<file path="src/rtl/sobel_window_gen_pkg.sv">
// Shared types for the Sobel window generator: pixel and 3x3 window layouts
// and the frame-level state encoding.
package sobel_pkg;

  localparam int KERNEL_DIM = 3;

  typedef logic [7:0] pixel_t;
  typedef pixel_t [KERNEL_DIM-1:0][KERNEL_DIM-1:0] window_t;

  typedef enum logic [1:0] {
    IDLE,
    ACTIVE,
    DONE
  } win_state_t;

endpackage

</file>
<file path="src/rtl/sobel_window_gen_if.sv">
// Pixel-in / window-out stream bundle; master is the window generator side,
// slave is the fetch + Sobel environment around it.
interface sobel_window_gen_if;
  import sobel_pkg::*;

  pixel_t  pix_in;
  logic    pix_valid;
  logic    pix_ready;
  window_t comp_matrix;
  logic    sobel_en;
  logic    win_ready;

  modport master (
    input  pix_in, pix_valid, win_ready,
    output pix_ready, comp_matrix, sobel_en
  );

  modport slave (
    output pix_in, pix_valid, win_ready,
    input  pix_ready, comp_matrix, sobel_en
  );

endinterface

</file>
<file path="src/rtl/sobel_window_gen_line_buffer.sv">
// Two-row line buffer: column i_idx returns the pixels one and two rows above,
// and on shift the older row takes the newer and the newer takes i_pix.
module sobel_line_buffer
  import sobel_pkg::*;
#(
  parameter int DEPTH = 8,
  localparam int AW = $clog2(DEPTH)
) (
  input  logic          clk,
  input  logic          i_shift,
  input  logic [AW-1:0] i_idx,
  input  pixel_t        i_pix,
  output pixel_t        o_lb1,
  output pixel_t        o_lb0
);

  pixel_t r_lb0 [0:DEPTH-1];
  pixel_t r_lb1 [0:DEPTH-1];

  assign o_lb1 = r_lb1[i_idx];
  assign o_lb0 = r_lb0[i_idx];

  // Storage only; every column is rewritten before it is read in a frame.
  always_ff @(posedge clk) begin
    if (i_shift) begin
      r_lb1[i_idx] <= r_lb0[i_idx];
      r_lb0[i_idx] <= i_pix;
    end
  end

endmodule

</file>
<file path="src/rtl/sobel_window_gen.sv">
// Streaming 3x3 window generator feeding the Sobel core: buffers two rows and
// presents each interior neighbourhood as a registered window with handshake.
module sobel_window_gen
  import sobel_pkg::*;
#(
  parameter int IMG_WIDTH  = 8,
  parameter int IMG_HEIGHT = 8
) (
  input  logic                clk,
  input  logic                rst,
  input  logic                frame_start,
  sobel_window_gen_if.master  bus,
  output logic                frame_done,
  output logic                busy
);

  localparam int CW = $clog2(IMG_WIDTH);
  localparam int RW = $clog2(IMG_HEIGHT);
  localparam logic [CW-1:0] C_LAST = CW'(IMG_WIDTH - 1);
  localparam logic [RW-1:0] R_LAST = RW'(IMG_HEIGHT - 1);
  localparam logic [CW-1:0] C_MIN  = CW'(KERNEL_DIM - 1);
  localparam logic [RW-1:0] R_MIN  = RW'(KERNEL_DIM - 1);

  win_state_t    r_state;
  win_state_t    w_state_nxt;
  logic [CW-1:0] r_col;
  logic [RW-1:0] r_row;
  window_t       r_win_p1;
  logic          vld_p1;
  logic          r_last_p1;

  logic   w_accept;
  logic   w_consume;
  logic   w_win_pos;
  logic   w_pix_ready;
  logic   w_frame_done;
  logic   w_busy;
  logic   w_arm;
  pixel_t w_lb1;
  pixel_t w_lb0;

  assign w_consume = vld_p1 && bus.win_ready;
  assign w_accept  = bus.pix_valid && w_pix_ready;
  assign w_win_pos = (r_row >= R_MIN) && (r_col >= C_MIN);

  sobel_line_buffer #(
    .DEPTH (IMG_WIDTH)
  ) u_line_buffer (
    .clk     (clk),
    .i_shift (w_accept),
    .i_idx   (r_col),
    .i_pix   (bus.pix_in),
    .o_lb1   (w_lb1),
    .o_lb0   (w_lb0)
  );

  always_ff @(posedge clk) begin
    if (rst) r_state <= IDLE;
    else     r_state <= w_state_nxt;
  end

  always_comb begin
    w_state_nxt  = r_state;
    w_pix_ready  = 1'b0;
    w_frame_done = 1'b0;
    w_busy       = 1'b0;
    w_arm        = 1'b0;
    case (r_state)
      IDLE, DONE: begin
        if (frame_start) begin
          w_state_nxt = ACTIVE;
          w_arm       = 1'b1;
        end
      end
      ACTIVE: begin
        w_busy      = 1'b1;
        w_pix_ready = !vld_p1 || bus.win_ready;
        if (w_consume && r_last_p1) begin
          w_state_nxt  = DONE;
          w_frame_done = 1'b1;
        end
      end
      default: w_state_nxt = IDLE;
    endcase
  end

  // Stage p0 -> p1: accepted pixel plus line-buffer column shift into the window.
  always_ff @(posedge clk) begin
    if (rst) begin
      r_col     <= '0;
      r_row     <= '0;
      r_win_p1  <= '0;
      vld_p1    <= 1'b0;
      r_last_p1 <= 1'b0;
    end else if (w_arm) begin
      r_col     <= '0;
      r_row     <= '0;
      vld_p1    <= 1'b0;
      r_last_p1 <= 1'b0;
    end else if (w_accept) begin
      for (int i = 0; i < KERNEL_DIM; i++) begin
        r_win_p1[i][0] <= r_win_p1[i][1];
        r_win_p1[i][1] <= r_win_p1[i][2];
      end
      r_win_p1[0][2] <= w_lb1;
      r_win_p1[1][2] <= w_lb0;
      r_win_p1[2][2] <= bus.pix_in;
      // Needing c>=2 flushes the previous row's columns after a wrap.
      vld_p1 <= w_win_pos;
      if (r_col == C_LAST) begin
        r_col <= '0;
        if (r_row == R_LAST) begin
          r_row     <= '0;
          r_last_p1 <= 1'b1;
        end else begin
          r_row <= r_row + 1'b1;
        end
      end else begin
        r_col <= r_col + 1'b1;
      end
    end else if (w_consume) begin
      vld_p1 <= 1'b0;
    end
  end

  assign bus.pix_ready   = w_pix_ready;
  assign bus.comp_matrix = r_win_p1;
  assign bus.sobel_en    = vld_p1;
  assign frame_done      = w_frame_done;
  assign busy            = w_busy;

endmodule

</file>
<file path="src/flat_wrapper.sv">
// flat-port wrapper written by rule: the top's interface ports become plain ports
module sobel_window_gen_flat import sobel_pkg::*;
#(
  parameter int IMG_WIDTH  = 8,
  parameter int IMG_HEIGHT = 8
)
  (clk, rst, frame_start, frame_done, busy, bus_pix_in, bus_pix_valid, bus_win_ready, bus_pix_ready, bus_comp_matrix, bus_sobel_en);
  sobel_window_gen_if bus_i ();
  input  logic clk;
  input  logic rst;
  input  logic frame_start;
  output logic frame_done;
  output logic busy;
  input wire logic [$bits(bus_i.pix_in)-1:0] bus_pix_in;
  input wire logic [$bits(bus_i.pix_valid)-1:0] bus_pix_valid;
  input wire logic [$bits(bus_i.win_ready)-1:0] bus_win_ready;
  output wire logic [$bits(bus_i.pix_ready)-1:0] bus_pix_ready;
  output wire logic [$bits(bus_i.comp_matrix)-1:0] bus_comp_matrix;
  output wire logic [$bits(bus_i.sobel_en)-1:0] bus_sobel_en;
  assign bus_i.pix_in = bus_pix_in;
  assign bus_i.pix_valid = bus_pix_valid;
  assign bus_i.win_ready = bus_win_ready;
  assign bus_pix_ready = bus_i.pix_ready;
  assign bus_comp_matrix = bus_i.comp_matrix;
  assign bus_sobel_en = bus_i.sobel_en;
  sobel_window_gen #(.IMG_WIDTH(IMG_WIDTH), .IMG_HEIGHT(IMG_HEIGHT)) u_core (.clk(clk), .rst(rst), .frame_start(frame_start), .bus(bus_i), .frame_done(frame_done), .busy(busy));
endmodule
</file>
<file path="config.mk">
export PLATFORM = sky130hd
export DESIGN_NAME = sobel_window_gen_flat
export DESIGN_NICKNAME = d
export VERILOG_FILES = /design/src/rtl/sobel_window_gen_pkg.sv /design/src/rtl/sobel_window_gen_if.sv /design/src/rtl/sobel_window_gen_line_buffer.sv /design/src/rtl/sobel_window_gen.sv /design/src/flat_wrapper.sv
export SDC_FILE = /design/constraint.sdc
export NUM_CORES = 1
export LEC_CHECK = 0
export CAP_MARGIN = 15
export CORE_AREA = 2 2 123 125
export DETAILED_ROUTE_END_ITERATION = 7
export DIE_AREA = 0 0 125 127
export HOLD_SLACK_MARGIN = 0.12
export PLACE_DENSITY_LB_ADDON = 0.25
export SETUP_SLACK_MARGIN = 0.5
export SYNTH_ARGS = -nofsm -noshare
export SYNTH_HDL_FRONTEND = slang
export SYNTH_SLANG_ARGS = --single-unit
</file>
<file path="constraint.sdc">
create_clock -name clk -period 3.2 [get_ports clk]
set_clock_uncertainty 0.15 [all_clocks]
set_input_delay 0.64 -clock clk [delete_from_list [all_inputs] [get_ports clk]]
set_output_delay 0.64 -clock clk [all_outputs]
set_load 0.1 [all_outputs]
</file>
==> results.cfg, run 1 <==
[run_status]
status = finished, final reports clean

[clock_tree]
clkLatencyLatePin_ns = 0.50
path_clk_slew_ns = 0.05
cts.sinks = 213
clockRootBuffer = clkbuf_16
cts_setup_buffers = 0
ctsHoldBuffers = 0
htreeDepth = 1
cts-resized-gates = 0
cts_buffer_depth = 3
cts_buffers = 22
tritoncts = yes

[drt]
ant_nets = 0
totalWireLength_um = 16170
drtIter0Drc = 407
vias_per_cell = 5.564
avgRoutedWirePerCell_um = 18.91
drt-pass1-iter-count = 4
drc_errors = 0
route.vias.total = 4757

[final_layout]
final_core_util_pct = 66.39
final_cell_mix = 128 x edfxtp_1, 120 x nand2_1, 88 x buf_4
area_delta_synth_final_pct = 21.48
antenna_cells = 0
layout_commonest_cell = edfxtp_1
fill_cells = 1033
drive_gt1_share_pct = 26.23
finalNetCount = 673

[placement]
hpwlAfterDp_um = 10580
port_buffers = 88
gp_congestion = 0.7864

[timing]
min_period_ns = 2.569
setup_viol = 0
final_max_slew_viol_count = 0
timing.setup.tns_ns = 0
tightest_slew_ns = 0.8684
maxClockFrequency_mhz = 389.2
timing.hold.ws_ns = 0.3076
relSlewSlack_pct = 42.02
min_period_over_period_pct = 80.29
rsz0062_at_grt = false
finalHoldViolations = 0

[worst_setup_path]
endpoint_kind = output pin
arrival_ns = 1.78
path_max_fanout = 2
start_kind = input port
worst-setup-path-type = in2out
crit_required_ns = 2.41

[die]
core-area_um2 = 14420
num_io_pins = 89
rows = 44
chipHeight_um = 127
dieArea_um2 = 15880
die_w_um = 125
start_util_pct = 54.65

[power]
p_leak_nw = 3.271
power.total_mw = 6.034
worst_ir_drop_vdd_mv = 0.5725
p_per_area_nw_per_um2 = 630.1

[yosys]
ys_seq_area_share_pct = 70.35
synth.largest_area_cell = edfxtp_1
ys_warn_count = 0
syn_inst = 565
synth_area_leaders = edfxtp_1 49%, dfxtp_1 22%, mux4_2 8.0%, nand2_1 5.7%, a21oi_1 4.1%
syn_nets = 583
synth_top_area_share_pct = 48.76
ys_ff_latch = 213
syn_avg_cell_area_um2 = 13.95
syn_area_um2 = 7883
synth.distinct_cells = 37

[global_route]
overflow = 0
antenna_found_initial = 0
grtUsageTotal_pct = 20.18
grt_pass1_vias = 4746
grt_max_degree = 87
grt_pass1_wl_um = 25370

[run]
max_cap_viol_count = 0

[min_path]
holdCritPathClass = reg2reg
-- stage by stage --
step | std cells | cell area, um^2 | setup slack (ns)
after floorplan | 565 | 7904 | 0.1043
after detailed placement | 815 | 8801 | 0.3259
after CTS | 855 | 9575 | 0.6349
after global routing | 855 | 9575 | 0.5702
after global placement | 815 | 8801 | 0.3765
final | 855 | 9575 | 0.6308
-- kinds of logic after synthesis --
family,share of synthesized area [%]
adders and majority gates,0.7937
AOI/OAI and AO/OA,5.318
muxes,11.21
DFF,70.35
and+or+nand+nor,9.619
buffers and inverters,2.714
-- critical path: stages --
cell and delay (ns):
clkdlybuf4s50_1 0.49, nand3_1 0.16, nor3b_4 0.27, buf_12 0.21
-- final timing paths --
path	startpoint	endpoint	slack, ns	cells past startpoint
setup / recovery	bus_win_ready	frame_done	0.63	4
hold / removal	u_core.bus.comp_matrix[6]	u_core.bus.comp_matrix[6]	0.31	2
setup reg to reg	u_core.r_state[0]	u_core.bus.comp_matrix[52]	0.81	5
hold reg to reg	u_core.bus.comp_matrix[6]	u_core.bus.comp_matrix[6]	0.31	2
-- sequential cells by signal, summed over array words and instances (netlist names), named ones only --
name and count:
u_core.r_col 3, u_core.u_line_buffer.r_lb0 64, u_core.bus.comp_matrix 72, u_core.r_state 2, u_core.r_last_p1 1, u_core.u_line_buffer.r_lb1 64
u_core.bus.sobel_en 1, u_core.r_row 3
-- final cells by class --
class / count / area (um^2) / area share, %
clock buffers: 29 / 619.3 / 6.468
flip-flops and latches: 213 / 5545 / 57.91
repair buffers: 104 / 855.8 / 8.938
multi-input cells: 313 / 2166 / 22.62
inverters: 1 / 3.754 / 0.03920
clock inverters: 11 / 155.1 / 1.620
well taps: 184 / 230.2 / 2.404
-- report_power, final --
group | total [mW] | internal (mW) | switching, mW | leakage, nW
Clock | 2.66 | 1.68 | 0.979 | 0.379
Combinational | 0.411 | 0.0998 | 0.311 | 1.05
Sequential | 2.96 | 2.94 | 0.0226 | 1.84
-- cell usage after synthesis (all sizes together) --
master / n
mux4: 30
mux2: 8
nor3b: 2
nor2: 30
inv: 1
nand2: 120
nand3b: 1
nand2b: 3
a21oi: 64
nor2b: 2
clkbuf: 15
buf: 23
dfxtp: 85
mux2i: 11
a211oi: 7
or3: 2
nand4: 1
o311ai: 1
and3: 1
ha: 5
a311oi: 1
o21ba: 1
and2: 1
a31oi: 1
o22ai: 2
nor3: 14
edfxtp: 128
or2: 2
nand3: 3
-- metal layers --
layer / global-route usage (%) / wire [um] / vias up
li1: - / - / 2236
met1: 26.60 / 6582 / 2362
met2: 35.42 / 8499 / 138
met3: 3.601 / 814 / 21
met4: 4.706 / 269 / 0
met5: 0 / 0 / -
Note: power is estimated with default switching activity, not from simulation.
==> run 2, diff against run 1 <==
--- a/config.mk
+++ b/config.mk
@@ -6,9 +6,9 @@
 export NUM_CORES = 1
 export LEC_CHECK = 0
 export CAP_MARGIN = 15
-export CORE_AREA = 2 2 123 125
+export CORE_AREA = 2 2 129 131
 export DETAILED_ROUTE_END_ITERATION = 7
-export DIE_AREA = 0 0 125 127
+export DIE_AREA = 0 0 131 133
 export HOLD_SLACK_MARGIN = 0.12
 export PLACE_DENSITY_LB_ADDON = 0.25
 export SETUP_SLACK_MARGIN = 0.5
==> constraint.sdc (replaced) <==
create_clock -name clk -period 2.3 [get_ports clk]
set_clock_uncertainty 0.15 [all_clocks]
set_input_delay 0.46 -clock clk [delete_from_list [all_inputs] [get_ports clk]]
set_output_delay 0.46 -clock clk [all_outputs]
set_load 0.1 [all_outputs]
==> run 2 against run 1 <==
Net effect:
- combinational power is 79% higher
- cell count is 11% higher
- worst setup slack worse by 0.35 ns
- final area is 13% higher
- first-iteration DRC count is 6.6% lower
- hold slack worse by 0.011 ns
- sequential share of layout area is 6.4 points lower
==> results.cfg, run 2 (synthesized netlist as in run 1, its figures left out) <==
[final_layout]
largest_reg_flops = 72
drive_gt1_share_pct = 36.14
final_cell_mix = 128 x edfxtp_1, 119 x nand2_1, 76 x dfxtp_1
layout_commonest_cell = edfxtp_1
final_core_util_pct = 66.78
antenna_cells = 0
finalNetCount = 727
area_delta_synth_final_pct = 37.00

[clock_tree]
ctsHoldBuffers = 0
cts_buffer_depth = 3
path_clk_slew_ns = 0.06
clockRootBuffer = clkbuf_16
clkLatencyLatePin_ns = 0.50
htreeDepth = 1
cts_buffers = 22
tritoncts = yes
cts.sinks = 213

[drt]
route.vias.total = 5094
totalWireLength_um = 18860
avgRoutedWirePerCell_um = 19.96
vias_per_cell = 5.390
drtIter0Drc = 380
drt-pass1-iter-count = 5
drc_errors = 0
ant_nets = 0

[run_status]
status = finished, final reports clean

[min_path]
holdCritPathClass = in2reg

[die]
dieArea_um2 = 17420
die_w_um = 131
core-area_um2 = 16170
num_io_pins = 89
start_util_pct = 48.74
chipHeight_um = 133
rows = 47

[worst_setup_path]
crit_required_ns = 1.69
arrival_ns = 1.41
start_kind = flop
endpoint_kind = output pin
worst-setup-path-type = reg2out
path_max_fanout = 3

[power]
p_leak_nw = 3.732
power.total_mw = 8.670
worst_ir_drop_vdd_mv = 0.6968
p_per_area_nw_per_um2 = 802.8

[timing]
finalHoldViolations = 0
setup_viol = 0
relSlewSlack_pct = 66.58
worst_slack_ns = 0.2770
final_max_slew_viol_count = 0
maxClockFrequency_mhz = 494.3
tightest_slew_ns = 0.5012
min_period_ns = 2.023
min_period_over_period_pct = 87.96
rsz0062_at_grt = true

[run]
max_cap_viol_count = 0

[placement]
hpwlAfterDp_um = 11140
port_buffers = 88
place_ws_ns = -0.04869
gp_congestion = 0.7655

[global_route]
overflow = 0
grt_pass1_vias = 4872
antenna_found_initial = 0
grt_max_degree = 75
grtUsageTotal_pct = 20.66
grt_pass1_wl_um = 27520
run 2: changes by cell type in the layout (fill, tap and decap cells not counted), sizes merged:
cell / change
clkinv: +1
mux2: +7
inv: -1
clkbuf: +2
bufinv: +1
dlygate4sd2: +1
buf: +43
clkinvlp: +1
clkdlybuf4s50: -1
run 2: power by group:
| part | switching (mW) | total (mW) | internal [mW] |
|---|---|---|---|
| combinational | 0.480 | 0.737 | 0.257 |
| clock | 1.44 | 3.81 | 2.37 |
| sequential | 0.0410 | 4.13 | 4.09 |
run 2: path summary, 6_finish.rpt:
path                                    from                                to  slack (ns)  cells past startpoint
setup reg to reg           u_core.r_state[0]  u_core.u_line_buffer.r_lb1[2][6]        0.38                      7
hold reg to reg   u_core.bus.comp_matrix[28]        u_core.bus.comp_matrix[28]        0.31                      2
hold / removal                           rst        u_core.bus.comp_matrix[27]        0.30                      3
setup / recovery         u_core.bus.sobel_en                        frame_done        0.28                      3
run 2: area by class of cell:
class | count | area [um^2]
repair buffers | 151 | 1689
flip-flops and latches | 213 | 5564
inverters | 1 | 3.754
multi-input cells | 320 | 2479
clock buffers | 27 | 579.3
clock inverters | 13 | 209.0
fillers | 1084 | 5373
well taps | 220 | 275.3
run 2: what timing repair did:
item,4_1_cts,5_1_grt
gates resized for setup,39,74
gates cloned,7,6
buffers inserted,8,7
pin swaps,3,7
endpoints found under the setup margin,205,230
run 2: through the flow:
step                std cells  instance area [um^2]  hold WS (ns)  setup TNS (ns)
finish                    945                 10800        0.2969               0
CTS                       932                 10320        0.3056               0
global route              945                 10800        0.3287               0
detailed placement        877                  9273        0.2969          -1.289
global placement          877                  9273        0.2925      -0.0002889
floorplan                 565                  8085        0.3034               0
run 2: metal layers:
metal / share of wire [%] / track usage [%]
met3: 4.9 / 3.478
met2: 50 / 32.79
met4: 1.8 / 5.142
met1: 43 / 29.99
met5: 0 / 0
run 2: worst max-delay path, cell delays in order, from the launching register on:
cell and delay (ns):
dfxtp_4 0.38, nand3_4 0.08, nor3b_4 0.25, buf_12 0.21
